### config.mk
export PLATFORM = sky130hd
export DESIGN_NAME = tm1638_responder_flat
export DESIGN_NICKNAME = d
export VERILOG_FILES = /design/src/rtl/tm1638_responder_if.sv /design/src/rtl/tm1638_responder.sv /design/src/flat_wrapper.sv
export SDC_FILE = /design/constraint.sdc
export NUM_CORES = 1
export LEC_CHECK = 0
export ABC_AREA = 1
export CAP_MARGIN = 15
export CORE_ASPECT_RATIO = 1.5
export CORE_UTILIZATION = 38
export DETAILED_ROUTE_END_ITERATION = 8
export GPL_ROUTABILITY_DRIVEN = 0
export HOLD_SLACK_MARGIN = 0.15
export PLACE_DENSITY = 0.63
export SKIP_LAST_GASP = 1
export SYNTH_ARGS = -nofsm -noshare
export SYNTH_HDL_FRONTEND = slang
export SYNTH_SLANG_ARGS = --single-unit
### constraint.sdc
create_clock -name clk -period 5.7 [get_ports clk]
set_clock_uncertainty 0.1 [all_clocks]
set_input_delay 1.71 -clock clk [delete_from_list [all_inputs] [get_ports clk]]
set_output_delay 1.71 -clock clk [all_outputs]
set_load 0.02 [all_outputs]
### src/rtl/tm1638_responder_if.sv
// TM1638 serial link bundle: the STB/CLK/DIO pins between a host driver and
// the device-side responder. DIO is split into host-to-device data (dio_in)
// and device-to-host data with an output enable (dio_out/dio_oe), so the
// tri-state pad can live outside this bundle.
//   stb     : chip select, active low (host -> device)
//   sclk    : serial clock, idle high (host -> device)
//   dio_in  : serial data, LSB first, sampled on sclk rising edge
//   dio_out : key-scan data from the device
//   dio_oe  : high while the device drives DIO
interface tm1638_responder_if;
    logic stb;
    logic sclk;
    logic dio_in;
    logic dio_out;
    logic dio_oe;

    modport master (output stb, output sclk, output dio_in, input dio_out, input dio_oe);
    modport slave  (input stb, input sclk, input dio_in, output dio_out, output dio_oe);
endinterface

### src/rtl/tm1638_responder.sv
// TM1638 device-side responder. Oversamples the host's STB/CLK/DIO link with
// the local clock, decodes data/address/display-control commands, keeps the
// 16-byte display RAM and display-control register, and shifts a 32-bit key
// snapshot back to the host on read commands.
//   clk, rst_n  : system clock (>= 4x sclk), asynchronous active-low reset
//   bus         : serial link (slave side)
//   key_scan    : key matrix snapshot, byte0 = bits[7:0] sent first
//   disp_ram    : display RAM, address n at bits[8n+7:8n]
//   disp_on     : display enable, disp_bright: brightness level
//   wr_strobe   : one-cycle pulse per RAM byte written, wr_addr its address
//   key_rd      : one-cycle pulse when a read command is accepted
module tm1638_responder #(
    parameter int SYNC_STAGES = 2
) (
    input  logic                     clk,
    input  logic                     rst_n,
    tm1638_responder_if.slave        bus,
    input  logic [31:0]              key_scan,
    output logic [127:0]             disp_ram,
    output logic                     disp_on,
    output logic [2:0]               disp_bright,
    output logic                     wr_strobe,
    output logic [3:0]               wr_addr,
    output logic                     key_rd
);
    typedef enum logic [2:0] {
        ST_IDLE,
        ST_CMD,
        ST_DATA_WR,
        ST_KEY_RD,
        ST_IGNORE
    } state_t;

    logic [SYNC_STAGES-1:0] stb_sync_q, stb_sync_d;
    logic [SYNC_STAGES-1:0] sclk_sync_q, sclk_sync_d;
    logic [SYNC_STAGES-1:0] dio_sync_q, dio_sync_d;
    logic        stb_prev_q, stb_prev_d;
    logic        sclk_prev_q, sclk_prev_d;
    state_t      state_q, state_d;
    logic [2:0]  bit_cnt_q, bit_cnt_d;
    logic [7:0]  shift_q, shift_d;
    logic        mode_read_q, mode_read_d;
    logic        mode_fixed_q, mode_fixed_d;
    logic [3:0]  addr_q, addr_d;
    logic [31:0] snap_q, snap_d;
    logic [5:0]  key_idx_q, key_idx_d;
    logic        dio_out_q, dio_out_d;
    logic        dio_oe_q, dio_oe_d;
    logic        disp_on_q, disp_on_d;
    logic [2:0]  disp_bright_q, disp_bright_d;
    logic        wr_strobe_q, wr_strobe_d;
    logic [3:0]  wr_addr_q, wr_addr_d;
    logic        key_rd_q, key_rd_d;
    logic [7:0]  ram_q [16];
    logic [7:0]  ram_d [16];

    logic        stb_s, sclk_s, dio_s;
    logic        sclk_rise, sclk_fall, stb_rise, stb_fall, byte_done;
    logic [7:0]  byte_val;

    assign stb_sync_d  = {stb_sync_q[SYNC_STAGES-2:0],  bus.stb};
    assign sclk_sync_d = {sclk_sync_q[SYNC_STAGES-2:0], bus.sclk};
    assign dio_sync_d  = {dio_sync_q[SYNC_STAGES-2:0],  bus.dio_in};
    assign stb_prev_d  = stb_s;
    assign sclk_prev_d = sclk_s;

    assign stb_s     = stb_sync_q[SYNC_STAGES-1];
    assign sclk_s    = sclk_sync_q[SYNC_STAGES-1];
    assign dio_s     = dio_sync_q[SYNC_STAGES-1];
    assign sclk_rise = sclk_s & ~sclk_prev_q;
    assign sclk_fall = ~sclk_s & sclk_prev_q;
    assign stb_rise  = stb_s & ~stb_prev_q;
    assign stb_fall  = ~stb_s & stb_prev_q;
    // dio is delayed by the same number of stages as sclk, so dio_s is the
    // value present at the host's rising edge.
    assign byte_val  = {dio_s, shift_q[7:1]};
    assign byte_done = sclk_rise && (bit_cnt_q == 3'd7);

    always_comb begin
        state_d       = state_q;
        bit_cnt_d     = bit_cnt_q;
        shift_d       = shift_q;
        mode_read_d   = mode_read_q;
        mode_fixed_d  = mode_fixed_q;
        addr_d        = addr_q;
        snap_d        = snap_q;
        key_idx_d     = key_idx_q;
        dio_out_d     = dio_out_q;
        dio_oe_d      = dio_oe_q;
        disp_on_d     = disp_on_q;
        disp_bright_d = disp_bright_q;
        wr_strobe_d   = 1'b0;
        wr_addr_d     = wr_addr_q;
        key_rd_d      = 1'b0;
        ram_d         = ram_q;

        // A closing stb beats any same-cycle sclk edge, so a half-finished
        // byte never takes effect.
        if (stb_rise) begin
            state_d   = ST_IDLE;
            dio_oe_d  = 1'b0;
            dio_out_d = 1'b1;
        end else if (!stb_s) begin
            if (state_q != ST_IDLE && sclk_rise) begin
                shift_d   = byte_val;
                bit_cnt_d = bit_cnt_q + 3'd1;
            end
            case (state_q)
                ST_IDLE: begin
                    if (stb_fall) begin
                        state_d   = ST_CMD;
                        bit_cnt_d = 3'd0;
                    end
                end
                ST_CMD: begin
                    if (byte_done) begin
                        case (byte_val[7:6])
                            2'b01: begin
                                mode_read_d  = byte_val[1];
                                mode_fixed_d = byte_val[2];
                                if (byte_val[1]) begin
                                    snap_d    = key_scan;
                                    key_rd_d  = 1'b1;
                                    key_idx_d = 6'd0;
                                    state_d   = ST_KEY_RD;
                                end else begin
                                    state_d   = ST_IGNORE;
                                end
                            end
                            2'b10: begin
                                disp_on_d     = byte_val[3];
                                disp_bright_d = byte_val[2:0];
                                state_d       = ST_IGNORE;
                            end
                            2'b11: begin
                                addr_d  = byte_val[3:0];
                                state_d = ST_DATA_WR;
                            end
                            default: state_d = ST_IGNORE;
                        endcase
                    end
                end
                ST_DATA_WR: begin
                    // Bytes arriving while the stored mode is "read" are dropped.
                    if (byte_done && !mode_read_q) begin
                        ram_d[addr_q] = byte_val;
                        wr_strobe_d   = 1'b1;
                        wr_addr_d     = addr_q;
                        if (!mode_fixed_q) begin
                            addr_d = addr_q + 4'd1;
                        end
                    end
                end
                ST_KEY_RD: begin
                    if (sclk_fall) begin
                        if (key_idx_q[5]) begin
                            dio_oe_d = 1'b0;
                            state_d  = ST_IGNORE;
                        end else begin
                            dio_oe_d  = 1'b1;
                            dio_out_d = snap_q[key_idx_q[4:0]];
                            key_idx_d = key_idx_q + 6'd1;
                        end
                    end
                end
                default: ;
            endcase
        end
    end

    always_ff @(posedge clk or negedge rst_n) begin
        if (!rst_n) begin
            stb_sync_q    <= '1;
            sclk_sync_q   <= '1;
            dio_sync_q    <= '0;
            stb_prev_q    <= 1'b1;
            sclk_prev_q   <= 1'b1;
            state_q       <= ST_IDLE;
            bit_cnt_q     <= 3'd0;
            shift_q       <= 8'h00;
            mode_read_q   <= 1'b0;
            mode_fixed_q  <= 1'b0;
            addr_q        <= 4'd0;
            snap_q        <= 32'h0;
            key_idx_q     <= 6'd0;
            dio_out_q     <= 1'b1;
            dio_oe_q      <= 1'b0;
            disp_on_q     <= 1'b0;
            disp_bright_q <= 3'd0;
            wr_strobe_q   <= 1'b0;
            wr_addr_q     <= 4'd0;
            key_rd_q      <= 1'b0;
            for (int i = 0; i < 16; i++) ram_q[i] <= 8'h00;
        end else begin
            stb_sync_q    <= stb_sync_d;
            sclk_sync_q   <= sclk_sync_d;
            dio_sync_q    <= dio_sync_d;
            stb_prev_q    <= stb_prev_d;
            sclk_prev_q   <= sclk_prev_d;
            state_q       <= state_d;
            bit_cnt_q     <= bit_cnt_d;
            shift_q       <= shift_d;
            mode_read_q   <= mode_read_d;
            mode_fixed_q  <= mode_fixed_d;
            addr_q        <= addr_d;
            snap_q        <= snap_d;
            key_idx_q     <= key_idx_d;
            dio_out_q     <= dio_out_d;
            dio_oe_q      <= dio_oe_d;
            disp_on_q     <= disp_on_d;
            disp_bright_q <= disp_bright_d;
            wr_strobe_q   <= wr_strobe_d;
            wr_addr_q     <= wr_addr_d;
            key_rd_q      <= key_rd_d;
            for (int i = 0; i < 16; i++) ram_q[i] <= ram_d[i];
        end
    end

    for (genvar gi = 0; gi < 16; gi++) begin : g_ram_out
        assign disp_ram[8*gi +: 8] = ram_q[gi];
    end

    assign bus.dio_out = dio_out_q;
    assign bus.dio_oe  = dio_oe_q;
    assign disp_on     = disp_on_q;
    assign disp_bright = disp_bright_q;
    assign wr_strobe   = wr_strobe_q;
    assign wr_addr     = wr_addr_q;
    assign key_rd      = key_rd_q;
endmodule
### src/flat_wrapper.sv
// flat-port wrapper written by rule: the top's interface ports become plain ports
module tm1638_responder_flat 
#(
    parameter int SYNC_STAGES = 2
)
  (clk, rst_n, key_scan, disp_ram, disp_on, disp_bright, wr_strobe, wr_addr, key_rd, bus_stb, bus_sclk, bus_dio_in, bus_dio_out, bus_dio_oe);
  tm1638_responder_if bus_i ();
  input  logic clk;
  input  logic rst_n;
  input  logic [31:0] key_scan;
  output logic [127:0] disp_ram;
  output logic disp_on;
  output logic [2:0] disp_bright;
  output logic wr_strobe;
  output logic [3:0] wr_addr;
  output logic key_rd;
  input wire logic [$bits(bus_i.stb)-1:0] bus_stb;
  input wire logic [$bits(bus_i.sclk)-1:0] bus_sclk;
  input wire logic [$bits(bus_i.dio_in)-1:0] bus_dio_in;
  output wire logic [$bits(bus_i.dio_out)-1:0] bus_dio_out;
  output wire logic [$bits(bus_i.dio_oe)-1:0] bus_dio_oe;
  assign bus_i.stb = bus_stb;
  assign bus_i.sclk = bus_sclk;
  assign bus_i.dio_in = bus_dio_in;
  assign bus_dio_out = bus_i.dio_out;
  assign bus_dio_oe = bus_i.dio_oe;
  tm1638_responder #(.SYNC_STAGES(SYNC_STAGES)) u_core (.clk(clk), .rst_n(rst_n), .bus(bus_i), .key_scan(key_scan), .disp_ram(disp_ram), .disp_on(disp_on), .disp_bright(disp_bright), .wr_strobe(wr_strobe), .wr_addr(wr_addr), .key_rd(key_rd));
endmodule
==> results.txt, run 1 <==
* Destination of the critical timing path: bus_dio_out
- Proportion of synthesized chip area in sequential cells: 61.9%
- Headroom to the max-slew limit came out at 30.2%.
- The critical path goes through clkdlybuf4s50_1.
- The tightest min-delay check is of the flop to flop type.
- Synth warnings: 0
- Fin. max-slew vios: 0
* Number of vias per cell: 4.82
* Worst path max stage delay: 600 ps
* Final Core Density: 51.6%
- Global routing finished with a remaining overflow of 0.
- Hold WS: 246 ps
- Category of the worst setup path launch point: flop
* Number of buffers and inverters on the critical path: 1
- P_sw: 1.02 mW
- Clock Root Buffer: clkbuf_16
* First-pass GRT wire length: 35.1 mm
* Total iterations of the first detailed-routing run: 5
* Die height: 183 microns
* Mean area per synthesized cell: 9.45 sq um
- For the finished layout, the period the worst path requires is 3430 ps.
- The worst register-to-register path has a depth of 7.
* DRC violation count after routing: 0
* Detailed-route via count: 6382
- Critical path data arrival time: 1620 ps
- The number of placed instances, taps included, is 1286.
- Peak supply drop: 0.000174 V
* Detail Route Antenna Nets: 0
- Detailed placement ended at an HPWL of 14.6 mm.
- Level count of the clock H-tree: 1
- Number of max-cap violations: 0
* Delay-heaviest family, CP: buffers and inverters
- Yosys reg bits: 205
- The cell area that synthesis handed to floorplanning was 0.00830 sq mm.
- Final sum of negative setup slack: 0 ps
- Summed over all cells, the static leakage comes to 4.91 nW.
- Fraction of final layout cells sized beyond drive strength 1: 8.71%
- 0 antenna diodes ended up in the layout.
- In this run, flip-flops and latches consume 45.4% of the power.
* RR Startpoint: u_core.shift_q[7]$_DFFE_PN0P_
* Standard cell core area: 0.0212 sq mm
- Final total power: 3.47 mW
- When the netlist entered floorplanning its net count stood at 923.
- Longest Clk Path Bufs: 3
- The number of clock buffers added by TritonCTS is 21.
* Die Area: 0.0225 sq mm
- Count of port buffers added during placement: 176
- Outcome: completed
* Effective utilization at floorplan: 39.1%
- Dividing the final minimum period by the clock period gives 60.1%.
* Switching part of the total power: 29.3%
* CTS tree: done
- The via count of the first global-routing pass is 6395.
- The clock network accounts for 41.2% of the total power.
* Non-filler cells, final: 1324
- Tracing the worst setup path back leads to its startpoint at u_core.bus.dio_out$_DFFE_PN1P_.
* Global-route total usage across every layer: 20.4%
* Average detailed-routed wire length per instance: 16.8 microns
- Setup Viol. Count Final: 0
- Reg-to-reg setup timing slack: 2860 ps
* Most common cell after layout, fill and taps aside: nand2_1
- Pin count of the biggest net entering global routing: 126
* Gate power share: 13.4%
- 177 I/O pins were placed.
- Slowest stage cell, crit path: clkdlybuf4s50_1
- Critical path depth in cells: 1
- In this run the power density over the cells is 316 mW/mm^2.
- Row cnt: 65
* Routed WL: 22.2 mm
- Post-CTS setup buffer count: 0
- Post-CTS Hold Fix Bufs: 0
- In this run, the number of DRC markers left after iteration 0 of detailed routing was 391.
- The initial antenna violation count came to 0.
- Reg clk slew, reported paths: 60 ps
* Internal Power: 2.45 mW
* Slew at the pin with the worst max-slew slack: 1050 ps
- For the worst setup path, the data required time is 3890 ps.
- Endpoint of the most critical register-to-register path: u_core.snap_q[0]$_DFFE_PN0P_
* Kind of end point of the critical path: primary output
- Relative to the synthesized area, the layout overhead comes to 31.9%.
* Post-synthesis cell count: 879
- Setup repair after global routing missed its margin: no
* Worst Setup Path Type: flop to primary output
* Most used cells in the layout excluding fill and tap cells: 285 x nand2_1, 198 x dfrtp_1, 175 x clkdlybuf4s50_1, 120 x o21ai_0, 56 x inv_1
- Number of hold violations in the final report: 0
* Unique masters post-synth: 27
- DIE WIDTH: 123 microns
- Number of nets in the layout: 1085
- Clock latency at the later pin of the worst-skew pair: 500 ps
- Maximum fanout count along the critical path: 2
- The number of gates resized after CTS was 0.
- CTS Sinks: 205
- Highest clock rate: 292 MHz
==> through the flow <==
stage | worst slack, ps | area, sq um
3_5_place_dp | 2670 | 10200
2_1_floorplan | 3330 | 8300
3_3_place_gp | 2670 | 10200
4_1_cts | 2240 | 11000
5_1_grt | 2240 | 11000
6_report | 2270 | 11000
==> synthesized netlist by cell type <==
cell,instances,area [sq um]
nor2_4,2,22.5
nor3b_1,2,15.0
nor3_1,4,20.0
inv_2,3,11.3
nand2_2,3,18.8
nand2_4,4,45.0
dfstp_2,7,184
buf_2,13,65.1
nor3_4,1,16.3
nor2_8,2,40.0
nor2_2,2,12.5
o21ai_2,27,236
dfrtp_1,198,4950
nand3_1,26,130
inv_1,56,210
nand2_1,285,1070
xor2_1,2,17.5
nand4_1,4,25.0
o211ai_1,1,7.51
nand3_2,1,10.0
nor2_1,38,143
a21oi_1,8,40.0
o21ai_0,120,601
buf_6,5,56.3
ha_1,7,87.6
o21ai_1,37,185
clkbuf_1,21,78.8
==> power by group through the flow <==
stage | Clock (mW) | Sequential [mW] | Combinational [mW]
2_1_floorplan | 0 | 1.57 | 0.289
6_report | 1.43 | 1.57 | 0.466
4_1_cts | 1.47 | 1.57 | 0.478
3_3_place_gp | 0 | 1.60 | 0.472
5_1_grt | 1.52 | 1.58 | 0.521
3_5_place_dp | 0 | 1.60 | 0.475
==> registers in the layout, indices dropped and copies added, names as in the netlist, 2 cells and up <==
signal and count:
u_core.state_q 3, u_core.snap_q 32, u_core.key_idx_q 6, u_core.disp_bright 3
u_core.disp_ram 128, u_core.stb_sync_q 2, u_core.addr_q 4, u_core.sclk_sync_q 2
u_core.wr_addr 4, u_core.shift_q 7, u_core.dio_sync_q 2, u_core.bit_cnt_q 3
==> area by class of cell <==
type	count	area, sq um
fillers	1925	10300
flip-flops and latches	205	5140
multi-input cells	576	2740
repair buffers	178	1790
clock buffers	27	598
well taps	268	335
inverters	59	221
clock inverters	11	125
==> kinds of logic after synthesis <==
kind of cell    count (synthesis)  synth area share, %
buf+inv                        98                 5.08
flops                         205                 61.9
fa+ha+maj                       7                 1.05
xor+xnor                        2                0.211
simple gates                  374                 18.9
compound gates                193                 12.9
==> worst min path at each step <==
stage	from	cells past startpoint	endpoint	slack, ps
global route	u_core.dio_sync_q[0]$_DFF_PN0_	0	u_core.dio_sync_q[1]$_DFF_PN0_	250
floorplan	u_core.dio_sync_q[0]$_DFF_PN0_	0	u_core.dio_sync_q[1]$_DFF_PN0_	230
CTS	u_core.dio_sync_q[0]$_DFF_PN0_	0	u_core.dio_sync_q[1]$_DFF_PN0_	250
finish	u_core.dio_sync_q[0]$_DFF_PN0_	0	u_core.dio_sync_q[1]$_DFF_PN0_	250
global placement	u_core.dio_sync_q[0]$_DFF_PN0_	0	u_core.dio_sync_q[1]$_DFF_PN0_	240
detailed placement	u_core.dio_sync_q[0]$_DFF_PN0_	0	u_core.dio_sync_q[1]$_DFF_PN0_	240
==> metal layers <==
layer	part of all wire, %	wire length (microns)	track usage (%)
met1	41	9110	24.4
met2	50	11100	35.6
met3	6.1	1350	4.48
met4	2.9	641	7.07
met5	0	0	0
Note: power is estimated with default switching activity, not from simulation.
==> inputs of run 2 (changes only) <==
--- a/config.mk
+++ b/config.mk
@@ -12,7 +12,7 @@
 export DETAILED_ROUTE_END_ITERATION = 8
 export GPL_ROUTABILITY_DRIVEN = 0
 export HOLD_SLACK_MARGIN = 0.15
-export PLACE_DENSITY = 0.63
+export PLACE_DENSITY = 0.65
 export SKIP_LAST_GASP = 1
 export SYNTH_ARGS = -nofsm -noshare
 export SYNTH_HDL_FRONTEND = slang
==> constraint.sdc (replaced) <==
create_clock -name clk -period 2.8 [get_ports clk]
set_clock_uncertainty 0.1 [all_clocks]
set_input_delay 0.84 -clock clk [delete_from_list [all_inputs] [get_ports clk]]
set_output_delay 0.84 -clock clk [all_outputs]
set_load 0.02 [all_outputs]
==> results.txt, run 2 (same netlist as run 1, synthesis figures left out) <==
* Outcome: completed
* Static Leakage: 4.98 nW
* Highest clock rate: 389 MHz
- Area occupied by multi-input gates: 0.00274 sq mm
* Peak supply drop: 0.000459 V
- The number of hold-slack violations in the final timing report came to 0.
- HPWL after detailed placement: 15.0 mm
* Number of nets in the layout: 1096
- Kind of end point of the critical path: primary output
* Final instance area: 0.0110 sq mm
* Slew at the pin with the worst max-slew slack: 888 ps
* Maximum fanout count along the critical path: 2
- Worst path max stage delay: 620 ps
- Detail Route Antenna Nets: 0
- Setup repair after global routing left no endpoint under its margin.
* Number of max-cap violations: 0
- Count of port buffers added during placement: 176
- Global-route total usage across every layer: 20.1%
- Critical path data arrival time: 1630 ps
- The number of buffers and inverters on the critical path is 1.
* Post-CTS Hold Fix Bufs: 0
* Final total power: 7.09 mW
- The die covers 0.0225 sq mm.
- Cells fill 52.1% of the core in the end.
- Routed WL: 22.1 mm
- For this run, design rule violations remaining after detail routing come to 0.
- Worst Setup Path Type: flop to primary output
- Non-filler cells, final: 1334
- TritonCTS built the clock tree.
- The repair_antennas step left the layout with diodes totalling 0.
- Power density over the cells: 642 mW/mm^2
- Worst Hold Class: input pin to asynchronous set/reset pin
- Counting tap cells, the placed design contains a total of 1297 instances.
- Relative slew slack: 40.7%
- Initial antenna violation count: 0
- Worst slack at placement: 474 ps
- After detailed routing, the number of vias per cell comes to 4.77.
* Average detailed-routed wire length per instance: 16.6 microns
* Clock Root Buffer: clkbuf_16
- P&R area growth vs syn: 33.1%
- CTS Sinks: 205
- Summed over all failing endpoints, the final setup total negative slack is 0 ps.
- RR Startpoint: u_core.bit_cnt_q[0]$_DFFE_PN0P_
- The worst path uses 91.7% of the clock period.
- The library cells used most frequently in the layout, excluding fill and tap cells, are 285 x nand2_1, 198 x dfrtp_1, 175 x clkdlybuf4s50_1, 120 x o21ai_0, 56 x inv_1.
- Sequential Area: 0.00514 sq mm
- In this run the worst setup path begins at u_core.bus.dio_out$_DFFE_PN1P_.
* Worst-case setup margin in the final layout: 232 ps
- 177 I/O pins were placed.
- Clock-pin slew was measured on the worst setup and hold paths at 60 ps.
- The register with the most flip-flops in the layout has 128 of them.
- Number of filler cells placed in the layout: 1949
- PostCTS Resize Cnt: 0
- Delay-heaviest family, CP: buffers and inverters
- Required time at the endpoint of the critical path: 1860 ps
- The placed instances occupy a cell area of 0.0103 sq mm.
- Time the worst path needs with I/O delays and setup: 2570 ps
* Most common cell after layout, fill and taps aside: nand2_1
- The via count of the first global-routing pass was 6194.
* Grt total ovfl: 0
- Of the cells placed in the final design, the portion with a size suffix greater than 1 is 9.47%.
* Detailed-route via count: 6358
* Effective utilization at floorplan: 39.1%
- The tightest hold path in the finished design has a slack of 206 ps.
- TritonCTS Buffers: 21
* Slowest stage cell, crit path: clkdlybuf4s50_1
- The detailed router finished its first iteration with 338 violations.
- Clock latency on the worst-skew pair, taken at its later pin, is 490 ps.
- Longest Clk Path Bufs: 3
- Row cnt: 65
* Standard cell core area: 0.0212 sq mm
* Setup Viol. Count Final: 0
- Crit path cell chain: clkdlybuf4s50_1
- Pin count of the biggest net entering global routing: 58
- Measured along the x axis, the die boundary spans 123 microns.
- First-pass GRT wire length: 34.7 mm
* Total iterations of the first detailed-routing run: 4
- CTS built an H-tree with a depth of 1.
- Fin. max-slew vios: 0
* Die height: 183 microns
- Category of the worst setup path launch point: flop
* Post-CTS setup buffer count: 0
## run 2: final cells by class
type,count,area share [%]
well taps,268,3.03
clock buffers,31,5.82
flip-flops and latches,205,46.5
inverters,59,2.00
repair buffers,189,17.1
multi-input cells,576,24.8
clock inverters,6,0.725
## run 2: per-layer routing
metal	share of wire, %	track usage (%)	vias to the layer above
li1	-	-	3168
met3	6.6	4.70	33
met4	2.9	6.83	0
met5	0	0	-
met2	50	34.4	182
met1	41	24.7	2975
## run 2: worst paths after layout
| kind | end | slack, ps | depth (start not counted) |
|---|---|---|---|
| setup reg to reg | u_core.disp_ram[37]$_DFFE_PN0P_ | 530 | 11 |
| min in group clk | u_core.dio_sync_q[1]$_DFF_PN0_ | 260 | 0 |
| hold / removal | u_core.disp_ram[120]$_DFFE_PN0P_ | 210 | 1 |
| setup / recovery | bus_dio_out | 230 | 1 |
| max in group asynchronous | u_core.stb_sync_q[1]$_DFF_PN1_ | 1640 | 2 |
| hold reg to reg | u_core.dio_sync_q[1]$_DFF_PN0_ | 260 | 0 |
## run 2: where the power goes
part | leakage, nW | switching (mW) | total [mW] | internal (mW)
logic | 1.96 | 0.778 | 1.02 | 0.241
clock network | 0.363 | 1.13 | 2.90 | 1.77
registers | 2.66 | 0.104 | 3.18 | 3.07
==> inputs of run 3 (changes only) <==
--- a/config.mk
+++ b/config.mk
@@ -11,6 +11,7 @@
 export CORE_UTILIZATION = 38
 export DETAILED_ROUTE_END_ITERATION = 8
 export GPL_ROUTABILITY_DRIVEN = 0
+export GPL_TIMING_DRIVEN = 0
 export HOLD_SLACK_MARGIN = 0.15
 export PLACE_DENSITY = 0.65
 export SKIP_LAST_GASP = 1
==> results.txt, run 3 (same netlist as run 1, synthesis figures left out) <==
- TritonCTS Buffers: 21
- Row cnt: 65
- Number of filler cells placed in the layout: 1950
- Counting every sink on the clock net gives 205.
- The placed instances occupy a cell area of 0.0104 sq mm.
- Power spread over the standard cell area amounts to 653 mW/mm^2.
* HPWL after detailed placement: 16.0 mm
- In this run the tool buffered the top-level ports with 176 buffer cells.
- At the later pin of the worst-skew pair, clock insertion delay measures 490 ps.
* Worst Setup Path Type: flop to primary output
* Final clock period utilization by the worst path: 92.3%
* RR Startpoint: u_core.bit_cnt_q[0]$_DFFE_PN0P_
- Worst path max stage delay: 610 ps
* Pin count of the biggest net entering global routing: 122
- Routed WL: 23.3 mm
- Required time at the endpoint of the critical path: 1860 ps
- Average detailed-routed wire length per instance: 17.1 microns
- Counting I/O delays and the setup requirement, the final critical path takes 2580 ps.
- Fraction of final layout cells sized beyond drive strength 1: 9.97%
* Number of vias per cell: 4.84
- Crit path launch: u_core.bus.dio_out$_DFFE_PN1P_
* Non-filler cells, final: 1361
- Most used cells in the layout excluding fill and tap cells: 285 x nand2_1, 198 x dfrtp_1, 175 x clkdlybuf4s50_1, 120 x o21ai_0, 56 x inv_1
- After detailed routing, the number of remaining DRC violations is 0.
- Slew at the pin with the worst max-slew slack: 848 ps
- Endpoint of the most critical register-to-register path: u_core.disp_ram[69]$_DFFE_PN0P_
- Measured along the y axis, the die boundary spans 183 microns.
- First DRT Iteration DRCs: 310
* Post-CTS Hold Fix Bufs: 0
- Once the floorplan was initialized, standard cells occupied 39.1% of the core.
* Initial antenna violation count: 0
- The most critical setup path has its endpoint at bus_dio_out.
* Reg-to-reg setup timing slack: 540 ps
- In this run the clock root is driven by a clkbuf_16.
- Global-route total usage across every layer: 21.2%
- The register with the most flip-flops in the layout has 128 of them.
- Standard cell core area: 0.0212 sq mm
- Detailed-route via count: 6590
- For the worst setup path, the data arrival time is 1640 ps.
* # placed instances: 1324
- Grt total ovfl: 0
* Post-CTS setup buffer count: 0
- The via count of the first global-routing pass is 6614.
* Reg clk slew, reported paths: 70 ps
- Together, buffers and inverters on the worst path number 1.
- The worst setup path is captured at a primary output.
- Setup repair after global routing left no endpoint under its margin.
- Of all nets on the critical path, the largest fanout is 2.
- Detail Route Antenna Nets: 0
* First-pass GRT wire length: 36.4 mm
- Longest Clk Path Bufs: 3
- The run finished with clean final reports.
- In this run the number of cells on the critical path is 1.
- After routing the design area is 0.0112 sq mm.
- P&R area growth vs syn: 34.9%
- The min-delay analysis places its worst path in the category input pin to asynchronous set/reset pin.
- # IOs: 177
* Crit path cell chain: clkdlybuf4s50_1
* CTS tree: done
- The worst setup path is launched from a flop.
- After clock tree synthesis, the repair step resized 0 gates.
- Depth of the most critical reg-to-reg path: 12
- The number of antenna diodes in the final layout is 0.
- Among all stages on the critical path, the largest delay is contributed by clkdlybuf4s50_1.
- Timing would allow up to 387 MHz.
- Peak supply drop: 0.000461 V
- Total iterations of the first detailed-routing run: 5
- CTS built an H-tree with a depth of 1.
* Number of max-cap violations: 0
* Fin. max-slew vios: 0
* DIE WIDTH: 123 microns
- In this run the static leakage power is 5.04 nW.
* Most common cell after layout, fill and taps aside: nand2_1
- Die Area: 0.0225 sq mm
- Number of nets in the layout: 1123
- Setup Viol. Count Final: 0
* Relative slew slack: 43.5%
- Number of hold violations in the final report: 0
- In this design, the largest share of critical-path delay is due to buffers and inverters.
## run 3: cell count changes in the layout (fill, tap and decap cells not counted), moves of 3 or more
cell       delta
bufinv_16     +3
buf_6         +5
clkbuf_1     +19
clkbuf_8      -7
buf_2        +13
buf_4        -11
## run 3: layout make-up
type	count	area, sq um	share of cell area (%)
inverters	59	221	1.98
plain buffers	39	200	1.79
well taps	268	335	2.99
flip-flops and latches	205	5140	45.9
clock inverters	14	213	1.90
multi-input cells	576	2740	24.5
clock buffers	23	553	4.94
repair buffers	177	1790	16.0
## run 3: power by group
| part | leakage (nW) | switching, mW | internal [mW] | total [mW] |
|---|---|---|---|---|
| Clock | 0.379 | 1.20 | 1.90 | 3.10 |
| Combinational | 2.00 | 0.804 | 0.227 | 1.03 |
| Sequential | 2.66 | 0.106 | 3.07 | 3.18 |
| Total | 5.04 | 2.11 | 5.20 | 7.31 |
## run 3: worst min path at each step
stage                     depth (start not counted)                          endpoint                       startpoint  slack [ps]
final                                             1  u_core.disp_ram[126]$_DFFE_PN0P_                            rst_n         230
after global routing                              0   u_core.sclk_sync_q[1]$_DFF_PN1_  u_core.sclk_sync_q[0]$_DFF_PN1_         260
after CTS                                         0    u_core.dio_sync_q[1]$_DFF_PN0_   u_core.dio_sync_q[0]$_DFF_PN0_         260
after detailed placement                          0    u_core.dio_sync_q[1]$_DFF_PN0_   u_core.dio_sync_q[0]$_DFF_PN0_         240
after global placement                            0    u_core.dio_sync_q[1]$_DFF_PN0_   u_core.dio_sync_q[0]$_DFF_PN0_         230
after floorplan                                   0    u_core.dio_sync_q[1]$_DFF_PN0_   u_core.dio_sync_q[0]$_DFF_PN0_         230
## run 3: worst register-to-register path, stage by stage, from the launching register on
cell,delay [ps]
dfrtp_1,360
ha_1,150
ha_1,130
nand3_1,130
inv_2,110
nand3_2,100
nor2_4,140
inv_2,80
nor2_2,180
nand2_1,230
buf_2,250
nand2_1,60
o21ai_0,70
## run 3: through the flow
stage | util, % | hold WS (ps) | setup slack (ps) | total power, mW | setup TNS, ps
finish | 52.8 | 227 | 216 | 7.31 | 0
global route | 52.8 | 263 | 170 | 7.63 | 0
CTS | 52.8 | 256 | 188 | 7.39 | 0
detailed placement | 49.1 | 240 | 542 | 4.27 | 0
global placement | 49.0 | 235 | -7930 | 4.25 | -1603940
floorplan | - | 231 | 864 | 3.79 | 0
## run 3: layer usage
| layer | part of all wire (%) | up-vias | global-route usage [%] |
|---|---|---|---|
| li1 | - | 3230 | - |
| met1 | 38 | 3145 | 24.1 |
| met2 | 52 | 174 | 38.1 |
| met5 | 0 | - | 0 |
| met3 | 7.1 | 41 | 5.44 |
| met4 | 2.7 | 0 | 6.49 |
